--- src/rtl/mt_fetch_pc.sv ---
`default_nettype none
// ============================================================================
// mt_fetch_pc : per-thread PCs, round-robin thread pick, one-entry fetch reg
// Rev 1.0
// ============================================================================
module mt_fetch_pc #(
  parameter int unsigned NTHREADS = 4,
  parameter int unsigned TID_W    = 2,
  parameter logic [31:0] RESET_PC = 32'h0000_0000
) (
  input  logic                clk,
  input  logic                rst_n,
  input  logic [NTHREADS-1:0] thread_en,
  output logic                fetch_valid,
  input  logic                fetch_ready,
  output logic [31:0]         fetch_pc,
  output logic [TID_W-1:0]    fetch_tid,
  input  logic                br_valid,
  input  logic [TID_W-1:0]    br_tid,
  input  logic                br_taken,
  input  logic [31:0]         br_target,
  output logic [NTHREADS-1:0] flush
);

  logic [31:0]         pc_q [NTHREADS];
  logic [31:0]         pc_d [NTHREADS];
  logic [TID_W-1:0]    rr_q;
  logic                fv_q;
  logic [31:0]         fpc_q;
  logic [TID_W-1:0]    ftid_q;
  logic [NTHREADS-1:0] flush_q;
  logic [NTHREADS-1:0] flush_d;

  logic                redir;
  logic                acc;
  logic                kill;
  logic                load;
  logic [31:0]         tgt;
  logic                sel_found;
  logic [TID_W-1:0]    sel_tid;
  logic [TID_W-1:0]    cand;

  assign redir = br_valid & br_taken;
  assign tgt   = {br_target[31:2], 2'b00};
  assign acc   = fv_q & fetch_ready;
  // A redirect of the held thread lets the register reload even under backpressure.
  assign kill  = redir & fv_q & (ftid_q == br_tid);
  assign load  = ~fv_q | fetch_ready | kill;

  always_comb begin
    for (int t = 0; t < NTHREADS; t++) begin
      pc_d[t]    = pc_q[t];
      flush_d[t] = redir && (br_tid == TID_W'(t));
      if (redir && (br_tid == TID_W'(t))) begin
        pc_d[t] = tgt;
      end else if (acc && (ftid_q == TID_W'(t))) begin
        pc_d[t] = pc_q[t] + 32'd4;
      end
    end
  end

  // Candidate index wraps naturally because NTHREADS is a power of two.
  always_comb begin
    sel_found = 1'b0;
    sel_tid   = rr_q;
    cand      = rr_q;
    for (int i = 0; i < NTHREADS; i++) begin
      cand = rr_q + TID_W'(i);
      if (!sel_found && thread_en[cand]) begin
        sel_found = 1'b1;
        sel_tid   = cand;
      end
    end
  end

  always_ff @(posedge clk or negedge rst_n) begin
    if (!rst_n) begin
      for (int t = 0; t < NTHREADS; t++) begin
        pc_q[t] <= RESET_PC;
      end
      rr_q    <= '0;
      fv_q    <= 1'b0;
      fpc_q   <= '0;
      ftid_q  <= '0;
      flush_q <= '0;
    end else begin
      for (int t = 0; t < NTHREADS; t++) begin
        pc_q[t] <= pc_d[t];
      end
      flush_q <= flush_d;
      if (load) begin
        fv_q <= sel_found;
        if (sel_found) begin
          ftid_q <= sel_tid;
          fpc_q  <= pc_d[sel_tid];
          rr_q   <= sel_tid + TID_W'(1);
        end
      end
    end
  end

  assign fetch_valid = fv_q;
  assign fetch_pc    = fpc_q;
  assign fetch_tid   = ftid_q;
  assign flush       = flush_q;

endmodule
`default_nettype wire

--- config.mk ---
export PLATFORM = sky130hd
export DESIGN_NAME = mt_fetch_pc
export DESIGN_NICKNAME = d
export VERILOG_FILES = /design/src/rtl/mt_fetch_pc.sv
export SDC_FILE = /design/constraint.sdc
export NUM_CORES = 1
export LEC_CHECK = 0
export BUFFER_PORTS_ARGS = -buffer_cell sky130_fd_sc_hd__buf_2
export CAP_MARGIN = 20
export CORE_MARGIN = 1.5
export CORE_UTILIZATION = 35
export CTS_CLUSTER_SIZE = 40
export DETAILED_ROUTE_END_ITERATION = 7
export MAX_ROUTING_LAYER = met4
export PLACE_DENSITY = 0.51
export RECOVER_POWER = 100
export SLEW_MARGIN = 20
export SYNTH_ARGS = -nofsm -noshare
export SYNTH_HDL_FRONTEND = slang
export SYNTH_SLANG_ARGS = --single-unit
--- constraint.sdc ---
create_clock -name clk -period 5.1 [get_ports clk]
set_input_delay 1.02 -clock clk [delete_from_list [all_inputs] [get_ports clk]]
set_output_delay 1.02 -clock clk [all_outputs]
set_load 0.03 [all_outputs]
# ---- Word-level counts from Yosys, hierarchy flattened
# Index checks and enable logic that the tools add are counted.
dict set report classes {
  n_addsub 8
  order_cmp 5
  n_eq_ne 7
  mux 26
  bitwise 8
  n_reduce_logical 17
}
# operator count
set op_table {}
lappend op_table {{2-to-1 mux 32 bit} 10}
lappend op_table {{adder 32 x 3 -> 32 bit (second input constant)} 4}
lappend op_table {{binary-select mux 32 bit (select 2 bit)} 1}
lappend op_table {{less-than comparator 2 x 3 -> 1 bit (second input constant)} 4}
lappend op_table {{logical AND 1 bit} 11}
lappend op_table {{binary-select mux 1 bit (select 2 bit)} 4}
lappend op_table {{== test 2 bit (second input constant)} 4}
lappend op_table {{2-to-1 mux 1 bit} 8}
lappend op_table {{2-to-1 mux 2 bit} 3}
lappend op_table {{adder 2 x 1 -> 2 bit (second input constant)} 2}
lappend op_table {{adder 2 bit (second input constant)} 2}
lappend op_table {{AND 1 bit} 4}
lappend op_table {{== test 2 x 1 -> 1 bit (second input constant)} 2}
lappend op_table {{zero test 2 bit} 2}
lappend op_table {{>= comparator 3 bit (second input constant)} 1}
lappend op_table {{zero test 1 bit} 3}
lappend op_table {{NOT 2 -> 3 bit} 1}
lappend op_table {{== test 2 bit} 1}
lappend op_table {{bitwise OR 1 bit} 2}
lappend op_table {{AND reduction 2 bit} 1}
lappend op_table {{NOT 1 bit} 1}
dict set report totals {
  reg_bits 169
  wordCells 80
}

# ---- Logic depth before layout (Yosys ltp)
# Gate-level depths: netlist (run 1).
dict set report depth {
  ltp_word 16
  depth_mapped 11
}

# ---- Worst setup path before layout (run 1)
# Ideal clock, no wire load.
dict set report synth_path {
  kind {in2reg}
  from {in thread_en[3]}
  to {reg fpc_q[18], in the netlist fetch_pc[18]}
  setup_ps 83
  arrival_ps 2877
  setup_slack_ps 2140
  path_stages 8
  n_path_buf 2
  cell_sequence {buf_2 > and3b_1 > o31ai_2 > clkbuf_1 > nand3_1 > a211oi_1 > a221oi_1 > o21ai_0}
}
dict set report synth_between {
  elab_chain_cells 16
  word_cells_on_any_way 26
}
# item line_no
set synth_rtl {}
lappend synth_rtl {{start, declared} 13} ;# input logic [NTHREADS-1:0] thread_en,
lappend synth_rtl {{binary-select mux 1 bit (select 2 bit)} 69} ;# if (!sel_found && thread_en[cand]) begin
lappend synth_rtl {{2-to-1 mux 1 bit (implied by the code)} 69}
lappend synth_rtl {{2-to-1 mux 1 bit} 69}
lappend synth_rtl {{zero test 1 bit} 69}
lappend synth_rtl {{logical AND 1 bit} 69}
lappend synth_rtl {{2-to-1 mux 1 bit} 69}
lappend synth_rtl {{zero test 1 bit} 69}
lappend synth_rtl {{logical AND 1 bit} 69}
lappend synth_rtl {{2-to-1 mux 1 bit} 69}
lappend synth_rtl {{zero test 1 bit} 69}
lappend synth_rtl {{logical AND 1 bit} 69}
lappend synth_rtl {{2-to-1 mux 2 bit} 69}
lappend synth_rtl {{NOT 2 -> 3 bit (implied by the code)} 95} ;# fpc_q <= pc_d[sel_tid];
lappend synth_rtl {{binary-select mux 32 bit (select 2 bit)} 95}
lappend synth_rtl {{2-to-1 mux 32 bit (implied by the code) (2 in series)} 95}
lappend synth_rtl {{end signal, assigned} 95}
lappend synth_rtl {{end, declared} 29} ;# logic [31:0] fpc_q;
# Parallel ways exist; a longest one is shown, timed or not. The select of a mux whose other input is x is not followed.
# A chain may end at the register's enable or synchronous reset.

==> results of run 1 <==
-- path summary, 6_finish.rpt --
path / start / endpoint / slack [ps] / depth (start not counted)
max: br_tid[1] / fetch_pc[30] / 980 / 8
min: fetch_pc[7] / fetch_pc[7] / 480 / 2
max reg2reg: fetch_tid[1] / fetch_pc[21] / 1380 / 9
min reg2reg: fetch_pc[7] / fetch_pc[7] / 480 / 2
max in group asynchronous: rst_n / pc_q[54] / 2470 / 1
min in group asynchronous: rst_n / fetch_pc[1] / 1230 / 1
-- through the flow --
step	utilization [%]	cells
finish	40.7	1470
detailed placement	38.9	1438
global placement	38.9	1438
floorplan	-	1066
global route	40.7	1470
CTS	41.1	1470
-- logic make-up (layout without fill, tap and decap cells) --
group | Yosys count | in the layout
simple gates | 463 | 463
compound gates | 202 | 202
flops | 169 | 169
xor+xnor | 111 | 111
buf+inv | 86 | 155
mux | 31 | 31
fa+ha+maj | 4 | 4
-- per-layer routing --
metal	wire length [microns]	up-vias	global-route usage, %
met5	0	-	-
met1	14800	4018	32.9
met3	1820	21	4.25
met2	14000	215	34.5
li1	-	3893	-
met4	353	0	5.37
-- worst max-delay path: stages --
cell      delay, ps
clkbuf_1        130
nand4_1         120
clkbuf_1       1020
inv_1           780
buf_4           400
o21ai_0         620
o221ai_1        190
o21ai_0         170
-- synth_stat cells, types with 2 or more instances --
| cell type | instances | area share (%) |
|---|---|---|
| a211o_1 | 2 | 0.19 |
| a211oi_1 | 21 | 1.7 |
| a21o_1 | 4 | 0.32 |
| a21oi_1 | 31 | 1.6 |
| a221oi_1 | 4 | 0.37 |
| a22oi_1 | 6 | 0.48 |
| a311oi_1 | 3 | 0.28 |
| a31oi_1 | 9 | 0.60 |
| and2_1 | 16 | 1.1 |
| and3_1 | 21 | 1.4 |
| and4_1 | 9 | 0.83 |
| and4b_1 | 2 | 0.21 |
| buf_1 | 4 | 0.16 |
| buf_2 | 9 | 0.48 |
| clkbuf_1 | 48 | 1.9 |
| dfrtp_1 | 169 | 45 |
| ha_1 | 4 | 0.53 |
| inv_1 | 23 | 0.91 |
| mux2_2 | 6 | 0.72 |
| mux2i_1 | 22 | 2.3 |
| mux4_2 | 3 | 0.72 |
| nand2_1 | 160 | 6.4 |
| nand2b_1 | 3 | 0.20 |
| nand3_1 | 46 | 2.4 |
| nand4_1 | 35 | 2.3 |
| nand4b_1 | 3 | 0.28 |
| nor2_1 | 85 | 3.4 |
| nor2b_1 | 3 | 0.20 |
| nor3_1 | 35 | 1.9 |
| nor4_1 | 22 | 1.5 |
| nor4_2 | 3 | 0.40 |
| o211ai_1 | 3 | 0.24 |
| o21ai_0 | 89 | 4.7 |
| o21ai_1 | 3 | 0.16 |
| o221ai_1 | 4 | 0.37 |
| o22ai_1 | 11 | 0.73 |
| or2_2 | 2 | 0.13 |
| or3_1 | 8 | 0.53 |
| or4_1 | 6 | 0.48 |
| xnor2_1 | 71 | 6.6 |
| xor2_1 | 40 | 3.7 |
-- flip-flops by register name, summed over array words and instances, names as in the netlist --
register and count:
fetch_pc 32, fetch_tid 2, fetch_valid 1, flush 4
pc_q 128, rr_q 2
-- power breakdown --
part / switching (mW) / internal [mW] / total [mW]
Clock: 0.609 / 0.734 / 1.34
Sequential: 0.386 / 1.71 / 2.10
Combinational: 1.17 / 0.615 / 1.78
-- layout make-up --
cell class | instances | area (sq um)
Fill cell | 2703 | 15600
Multi-Input combinational cell | 811 | 4880
Sequential cell | 169 | 4230
Timing Repair Buffer | 99 | 480
Clock buffer | 18 | 429
Tap cell | 335 | 419
Clock inverter | 14 | 161
Inverter | 24 | 90.1
-- layout by cell type, fill, tap and decap left out, types with 8 or more instances in the layout --
cell / synthesis / final
and4_1: 9 / 9
xnor2_1: 71 / 71
nor4_1: 22 / 22
inv_1: 23 / 23
nor2_1: 85 / 85
dfrtp_1: 169 / 169
xor2_1: 40 / 40
a211oi_1: 21 / 22
nand2_1: 160 / 161
and3_1: 21 / 21
a21oi_1: 31 / 31
or3_1: 8 / 8
o22ai_1: 11 / 11
and2_1: 16 / 11
clkbuf_1: 48 / 49
buf_4: 0 / 12
buf_2: 9 / 37
a31oi_1: 9 / 9
o21ai_0: 89 / 92
nand3_1: 46 / 46
nand4_1: 35 / 35
clkbuf_16: 0 / 17
nor3_1: 35 / 35
mux2i_1: 22 / 22
==> reports/summary.md, run 1 <==
* **post-synthesis to final-layout area growth** 13.1%
* **total number of vias** 8147
* **clk sinks** 169
* **Routed Antenna Nets** 0
* **RSZ-0062 raised after global routing** no
* **Post-Syn Nets** 1113
* **full die area** 0.0280 sq mm
* **fraction of synthesized cell area in xor and xnor cells** 10.3%
* **maximum fanout along the worst path** 27
* **per-instance average area after synthesis** 8.86 sq um
* **cell area after placement** 0.0102 sq mm
* **share of synthesized flip-flops with an asynchronous set or reset** 100%
* **failing checks** capacitance limit, slew limit
* **critical path class** input pin to flip-flop
* **post-route DRC violation count** 0
* **slew at the pin closest to its max-slew limit** 2310 ps
* **post_cts resized** 0
* **number of synthesized register bits** 169
* **Worst Hold Margin** 479 ps
* **die boundary width** 167 microns
* **largest net degree at the start of global routing** 89
* **cell area after layout** 0.0107 sq mm
* **global-route wire length before repair** 47700 microns
* **via count of the first global-routing pass** 7719
* **outcome** finished, violations left
* **Starting Density** 36.0%
* **classification of the worst-slack hold path** flip-flop to flip-flop
* **antenna cells** 0
* **capturing element type of the critical path** flip-flop
* **total core area** 0.0263 sq mm
* **final WL** 30900 microns
* **row count** 59
* **final global-route overflow total** 0
* **Setup WS post-layout** 976 ps
* **number of buffers inserted by port buffering** 79
* **worst relative slew slack** -54.0%
* **DPL Wire Length** 22300 microns
* **portion of the clock cycle consumed by the worst path in the final layout** 80.9%
* **Setup Total Neg Slack** 0 ps
* **Post-Synth Adder-Cell Area** 0.530%
* **number of different library cells in the post-synthesis netlist** 59
* **cell count after synthesis** 1066
* **master cell of the clock root buffer** clkbuf_16
* **data required time of the critical path** 5460 ps
* **via density per instance** 5.54
* **YS warnings** 0
* **H-Tree Level Count** 4
* **initial DRC count** 697
* **final weighted congestion in routability-driven placement** 0.842
* **Max Freq** 242 MHz
* **layout cell share with drive strength beyond 1** 8.63%
* **Clock transition at path regs** 70 ps
* **power per standard cell area** 489 mW/mm^2
* **count of endpoints failing setup in the final report** 0
* **top-level port count** 82
* **ys flop type** dfrtp_1
* **antenna violations before repair** 0
* **number of hold-repair buffers added at the cts stage** 0
* **sum of internal, switching and leakage power** 5.22 mW
* **Startpoint Class** input pin
* **combinational family with the most area after synthesis** simple AND/OR/NAND/NOR gates
* **post-placement worst setup slack** 1180 ps
* **setup fix buffers added after clock tree synthesis** 0
* **clock skew after layout** 12.5 ps
* **reported leakage power** 4.13 nW
* **# Max-Cap Violations** 3
* **Post-synth EDFFs** 0
* **Final Max Slew Viols** 148
* **Synth Area in Compound Gates** 13.1%
* **gr usage total** 23.3%
* **Clock Path Buffers** 2
* **number of failing hold endpoints at the final stage** 0
* **TritonCTS clock tree** built
* **height of the chip** 167 microns
* **post-synthesis instance area** 0.00945 sq mm
* **number of detailed-routing iterations run before antenna repair** 5
* **crit path time final** 4120 ps
* **layout net count** 1169
* **clock latency on the worst-skew pair** 440 ps
* **Seq/Total Area, Yosys** 44.8%
* **WL/cell** 21.0 microns
* **number of buffers created by CTS** 17
* **share of cell area taken by muxes after synthesis** 3.76%
* **simple logic cell fraction of the synthesized area** 24.0%
* **endpoint arrival time on the critical path** 4480 ps
* **VDD IR max** 0.183 mV
(Power assumes the default switching activity.)
==> inputs of run 2 (changes only) <==
--- a/config.mk
+++ b/config.mk
@@ -5,6 +5,7 @@
 export SDC_FILE = /design/constraint.sdc
 export NUM_CORES = 1
 export LEC_CHECK = 0
+export ABC_AREA = 1
 export BUFFER_PORTS_ARGS = -buffer_cell sky130_fd_sc_hd__buf_2
 export CAP_MARGIN = 20
 export CORE_MARGIN = 1.5
@@ -12,7 +13,7 @@
 export CTS_CLUSTER_SIZE = 40
 export DETAILED_ROUTE_END_ITERATION = 7
 export MAX_ROUTING_LAYER = met4
-export PLACE_DENSITY = 0.51
+export PLACE_DENSITY = 0.5
 export RECOVER_POWER = 100
 export SLEW_MARGIN = 20
 export SYNTH_ARGS = -nofsm -noshare
==> constraint.sdc (replaced) <==
create_clock -name clk -period 4.3 [get_ports clk]
set_input_delay 0.86 -clock clk [delete_from_list [all_inputs] [get_ports clk]]
set_output_delay 0.86 -clock clk [all_outputs]
set_load 0.03 [all_outputs]
==> run 2 against run 1 <==
The run still ends with capacitance limit, slew limit left. Critical path depth is 5 higher. Sequential share of layout area is 5.9 points lower. Power is 64% higher. Largest cell class unchanged. Count of clock-buffer cells in the layout is 5 higher. Register-to-register slack worse by 560 ps. Largest power group is now combinational logic.
==> reports/summary.md, run 2 <==
* **largest cells by area after synthesis** dfrtp_1 (37%), nand2_1 (27%), nand3_1 (8.7%)
* **# Max-Cap Violations** 4
* **critical path class** flip-flop to flip-flop
* **layout net count** 1914
* **Final Max Slew Viols** 182
* **Yosys top cell by area** dfrtp_1
* **Reg power frac** 29.1%
* **capture point of the worst reg-to-reg path** fetch_pc[27]
* **Synth Area in Compound Gates** 5.10%
* **fraction of power spent switching nets** 51.5%
* **number of buffers created by CTS** 17
* **final global-route overflow total** 0
* **cell count after synthesis** 1800
* **total number of vias** 11186
* **simple logic cell fraction of the synthesized area** 45.1%
* **Max Freq** 287 MHz
* **endpoint arrival time on the critical path** 3840 ps
* **combinational family with the most area after synthesis** simple AND/OR/NAND/NOR gates
* **number of buffers inserted by port buffering** 79
* **hold path depth** 2
* **capturing element type of the critical path** flip-flop
* **total core area** 0.0317 sq mm
* **slew at the pin closest to its max-slew limit** 2100 ps
* **post-synthesis instance area** 0.0113 sq mm
* **final weighted congestion in routability-driven placement** 0.926
* **sum of internal, switching and leakage power** 8.59 mW
* **initial DRC count** 865
* **ys flop type** dfrtp_1
* **gr usage total** 25.0%
* **number of detailed-routing iterations run before antenna repair** 5
* **post-synthesis to final-layout area growth** 10.9%
* **number of failing hold endpoints at the final stage** 0
* **top-level port count** 82
* **TritonCTS clock tree** built
* **Sequential Area** 0.00423 sq mm
* **most frequent cells in the layout** nand2_1 (803), inv_1 (207), nand3_1 (196)
* **final WL** 39900 microns
* **failing checks** capacitance limit, slew limit
* **number of inserted filler cells in the final layout** 3520
* **endpoint of the worst hold-timing path** pc_q[64]
* **portion of the clock cycle consumed by the worst path in the final layout** 80.9%
* **Clock Path Buffers** 2
* **global-route wire length before repair** 61000 microns
* **largest net degree at the start of global routing** 79
* **Clock transition at path regs** 70 ps
* **power per standard cell area** 683 mW/mm^2
* **post-route DRC violation count** 0
* **max reg flops** 128
* **setup fix buffers added after clock tree synthesis** 0
* **post_cts resized** 0
* **Startpoint Class** flip-flop
* **footprint of the multi-input gates** 0.00600 sq mm
* **height of the chip** 183 microns
* **DPL Wire Length** 30900 microns
* **antenna violations before repair** 0
* **P_int** 4.16 mW
* **YS warnings** 0
* **fraction of synthesized cell area in xor and xnor cells** 2.55%
* **count of endpoints failing setup in the final report** 0
* **clock latency on the worst-skew pair** 440 ps
* **number of different library cells in the post-synthesis netlist** 40
* **maximum fanout along the worst path** 30
* **data required time of the critical path** 4660 ps
* **clk sinks** 169
* **Post-Syn Nets** 1847
* **H-Tree Level Count** 4
* **clock skew after layout** 10.7 ps
* **most frequent standard cell in the layout excluding fill and tap cells** nand2_1
* **classification of the worst-slack hold path** flip-flop to flip-flop
* **most common library cells after synthesis** nand2_1 (803), inv_1 (205), nand3_1 (196)
* **layout cell share with drive strength beyond 1** 5.27%
* **area fraction of the dominant cell type after synthesis** 37.3%
* **Post-synth EDFFs** 0
* **RSZ-0062 raised after global routing** no
* **master cell of the clock root buffer** clkbuf_16
* **Setup Total Neg Slack** 0 ps
* **Routed Antenna Nets** 0
* **per-instance average area after synthesis** 6.29 sq um
* **worst relative slew slack** -39.9%
* **WL/cell** 17.5 microns
* **most repeated cell in the gate-level netlist after synthesis** nand2_1
* **share of synthesized flip-flops with an asynchronous set or reset** 100%
* **r2r worst-path depth** 13
* **register with the most flip-flops** pc_q
* **startpoint of the most critical hold path** pc_q[64]
* **worst reg2reg startpoint** rr_q[0]
* **share of cell area taken by muxes after synthesis** 0%
* **worst reg2reg setup slack** 820 ps
* **VDD IR max** 0.489 mV
* **Seq/Total Area, Yosys** 37.3%
* **net switching component of the power** 4.43 mW
* **outcome** finished, violations left
* **crit path time final** 3480 ps
* **full die area** 0.0335 sq mm
* **via count of the first global-routing pass** 10367
* **Post-Synth Adder-Cell Area** 0.442%
* **antenna cells** 0
* **reported leakage power** 6.49 nW
* **part of the total power dissipated in combinational logic** 52.1%
* **relative contribution of the clock network to total power** 18.9%
* **via density per instance** 4.91
* **die boundary width** 183 microns
* **Starting Density** 35.7%
* **row count** 65
* **number of synthesized register bits** 169
* **number of hold-repair buffers added at the cts stage** 0
## run 2: logic make-up after synthesis
family                   count (synthesis)
AO/OA/AOI/OAI                          102
XOR/XNOR                                33
adder cells (fa/ha/maj)                  4
buffers and inverters                  260
flip-flops                             169
AND/OR/NAND/NOR                       1232
## run 2: cell type report
class | count | share of cell area, %
Clock inverter | 7 | 0.936
Multi-Input combinational cell | 1371 | 47.8
Clock buffer | 23 | 3.80
Inverter | 211 | 6.36
Tap cell | 402 | 4.00
Sequential cell | 169 | 33.6
Timing Repair Buffer | 97 | 3.50
## run 2: metal layers
metal / vias to the layer above / routed length, microns / track usage (%) / share of wire, %
met1: 5160 / 20000 / 36.0 / 50
met4: 0 / 660 / 5.64 / 1.7
li1: 5726 / - / - / -
met5: - / 0 / - / 0
met3: 40 / 1560 / 2.50 / 3.9
met2: 260 / 17600 / 38.0 / 44
## run 2: power groups by stage
stage	clock network [mW]	logic, mW	registers [mW]
after floorplan	0	2.90	2.68
after global routing	1.71	4.95	2.56
final	1.62	4.47	2.50
after global placement	0	4.50	2.51
after CTS	1.65	4.55	2.49
after detailed placement	0	4.54	2.51
## run 2: metrics by stage
step	worst slack (ps)	instances	area, sq um	hold slack [ps]	utilization (%)
after floorplan	2020	1800	11300	431	-
after global placement	1090	2250	12100	446	38.2
after detailed placement	1050	2250	12100	451	38.2
after CTS	1220	2280	12700	467	40.1
after global routing	525	2280	12600	498	39.6
final	819	2280	12600	466	39.6
## run 2: worst max-delay path by stage
stage	startpoint	end	cells after the start	slack [ps]
finish	rr_q[0]	fetch_pc[27]	13	820
CTS	rr_q[0]	fetch_pc[25]	14	1220
detailed placement	thread_en[1]	fetch_pc[25]	16	1050
global route	rr_q[0]	fetch_pc[31]	13	520
floorplan	fetch_ready	fetch_pc[21]	13	2020
global placement	fetch_ready	fetch_pc[18]	14	1090
## run 2: critical path, stage by stage, from the launching register on
cell and delay (ps):
dfrtp_1 600, inv_2 190, nand2_1 110, nand2_2 90, nand2_1 80, nand2_2 100
nor2_4 130, nand3_1 90, nand2_1 90, clkbuf_1 1170, nor2_2 330, nand2_1 160
nand3_1 130, a21oi_1 150
==> inputs of run 3 (changes only) <==
--- a/config.mk
+++ b/config.mk
@@ -13,7 +13,7 @@
 export CTS_CLUSTER_SIZE = 40
 export DETAILED_ROUTE_END_ITERATION = 7
 export MAX_ROUTING_LAYER = met4
-export PLACE_DENSITY = 0.5
+export PLACE_DENSITY = 0.52
 export RECOVER_POWER = 100
 export SLEW_MARGIN = 20
 export SYNTH_ARGS = -nofsm -noshare
==> constraint.sdc (replaced) <==
create_clock -name clk -period 3.1 [get_ports clk]
set_input_delay 0.62 -clock clk [delete_from_list [all_inputs] [get_ports clk]]
set_output_delay 0.62 -clock clk [all_outputs]
set_load 0.03 [all_outputs]
==> run 3 against run 2 <==
The run still ends with capacitance limit, slew limit left. Die area stayed put. Core utilization is 0.45 points higher. Setup slack worse by 600 ps. Clock skew is 0.57 ps lower. Sequential cell count stayed put. Count of clock-buffer cells in the layout is 5 lower. Critical path depth is 1 higher. Non-clock buffer count is 16 higher. Routed wire length is 0.58% lower. First-iteration DRC count is 7.9% higher. Largest cell class unchanged.
==> reports/summary.md, run 3 (synthesis gave the netlist of run 2 again) <==
* **Setup Total Neg Slack** 0 ps
* **capturing element type of the critical path** flip-flop
* **reported leakage power** 6.57 nW
* **count of endpoints failing setup in the final report** 0
* **max reg flops** 128
* **sum of internal, switching and leakage power** 12.0 mW
* **initial DRC count** 933
* **final WL** 39600 microns
* **post_cts resized** 0
* **post-synthesis to final-layout area growth** 12.2%
* **via count of the first global-routing pass** 10974
* **data required time of the critical path** 3430 ps
* **crit path time final** 2880 ps
* **slew at the pin closest to its max-slew limit** 2220 ps
* **gr usage total** 25.3%
* **global-route wire length before repair** 62100 microns
* **largest net degree at the start of global routing** 81
* **startpoint of the most critical hold path** br_target[31]
* **power per standard cell area** 947 mW/mm^2
* **Routed Antenna Nets** 0
* **layout cell share with drive strength beyond 1** 6.22%
* **height of the chip** 183 microns
* **critical path launch point** rr_q[0]
* **maximum fanout along the worst path** 11
* **failing checks** capacitance limit, slew limit
* **Final Util** 40.1%
* **Startpoint Class** flip-flop
* **die boundary width** 183 microns
* **DPL Wire Length** 31100 microns
* **layout net count** 1930
* **portion of the clock cycle consumed by the worst path in the final layout** 92.9%
* **hold path depth** 3
* **TritonCTS clock tree** built
* **Clock Path Buffers** 2
* **clock latency on the worst-skew pair** 450 ps
* **row count** 65
* **WL/cell** 17.2 microns
* **H-Tree Level Count** 4
* **endpoint of the worst hold-timing path** pc_q[127]
* **Starting Density** 35.7%
* **worst relative slew slack** -48.1%
* **master cell of the clock root buffer** clkbuf_16
* **most frequent cells in the layout** nand2_1 (804), inv_1 (206), nand3_1 (196)
* **critical path class** flip-flop to flip-flop
* **top-level port count** 82
* **clock skew after layout** 10.1 ps
* **full die area** 0.0335 sq mm
* **worst reg2reg setup slack** 220 ps
* **most frequent standard cell in the layout excluding fill and tap cells** nand2_1
* **total number of vias** 11380
* **endpoint arrival time on the critical path** 3210 ps
* **Final Max Slew Viols** 80
* **classification of the worst-slack hold path** input pin to flip-flop
* **RSZ-0062 raised after global routing** no
* **capture point of the worst reg-to-reg path** fetch_pc[29]
* **VDD IR max** 0.675 mV
* **# Max-Cap Violations** 1
* **antenna cells** 0
* **number of detailed-routing iterations run before antenna repair** 5
* **number of buffers inserted by port buffering** 79
* **register with the most flip-flops** pc_q
* **final weighted congestion in routability-driven placement** 0.927
* **Clock transition at path regs** 60 ps
* **setup fix buffers added after clock tree synthesis** 0
* **total core area** 0.0317 sq mm
* **antenna violations before repair** 0
* **via density per instance** 4.95
* **r2r worst-path depth** 14
* **clk sinks** 169
* **worst reg2reg startpoint** rr_q[0]
* **post-route DRC violation count** 0
* **outcome** finished, violations left
* **Max Freq** 347 MHz
* **number of failing hold endpoints at the final stage** 0
* **number of buffers created by CTS** 17
* **number of hold-repair buffers added at the cts stage** 0
* **final global-route overflow total** 0
[run 3: cell types whose count changed in the layout (fill, tap and decap cells not counted), moves of 2 or more]
cell      before  now
clkinv_2       1    4
nor2_2         3    1
clkbuf_8       3    1
buf_12         0    3
clkinv_4       0    4
buf_4          6   15
inv_6          1    3
[run 3: stage by stage]
step	cell area (sq um)	instances	hold WS [ps]	worst slack, ps
floorplan	11300	1800	324	1060
CTS	12900	2298	249	302
detailed placement	12300	2266	451	182
global route	12700	2298	453	55.6
finish	12700	2298	450	220
global placement	12300	2266	448	207
[run 3: layout make-up]
type                    instances  area (sq um)
fillers                      3512         19000
multi-input cells            1371          6010
flip-flops and latches        169          4230
inverters                     211           800
repair buffers                113           586
well taps                     402           503
clock buffers                  18           439
clock inverters                14           148
[run 3: worst max-delay path by stage]
stage / endpoint / cells after the start
global placement: fetch_pc[7] / 15
global route: fetch_pc[29] / 14
detailed placement: fetch_pc[7] / 15
floorplan: fetch_pc[21] / 13
CTS: fetch_pc[30] / 15
finish: fetch_pc[29] / 14
[run 3: where the power goes]
part	internal [mW]	switching (mW)	leakage, nW	total (mW)
Combinational	1.74	4.67	4.24	6.41
Sequential	2.86	0.593	2.05	3.45
Clock	1.21	0.969	0.286	2.18
[run 3: worst max-delay path, stage by stage, from the launching register on]
cell and delay (ps):
dfrtp_1 450, inv_2 190, nand2_1 90, nand2_2 100, nand2_1 80, nand2_2 120
nor2_4 50, nand3_1 230, nand2_1 160, buf_12 170, buf_4 190, nor2_1 590
nand2_1 140, nand3_1 120, a21oi_1 70
[run 3: per-layer routing]
metal	part of all wire [%]	wire length, microns	vias up	global-route usage (%)
met5	0	0	-	-
met4	2.7	1060	0	7.87
met1	47	18700	5245	35.0
li1	-	-	5766	-
met2	44	17600	310	38.6
met3	5.7	2280	59	3.06
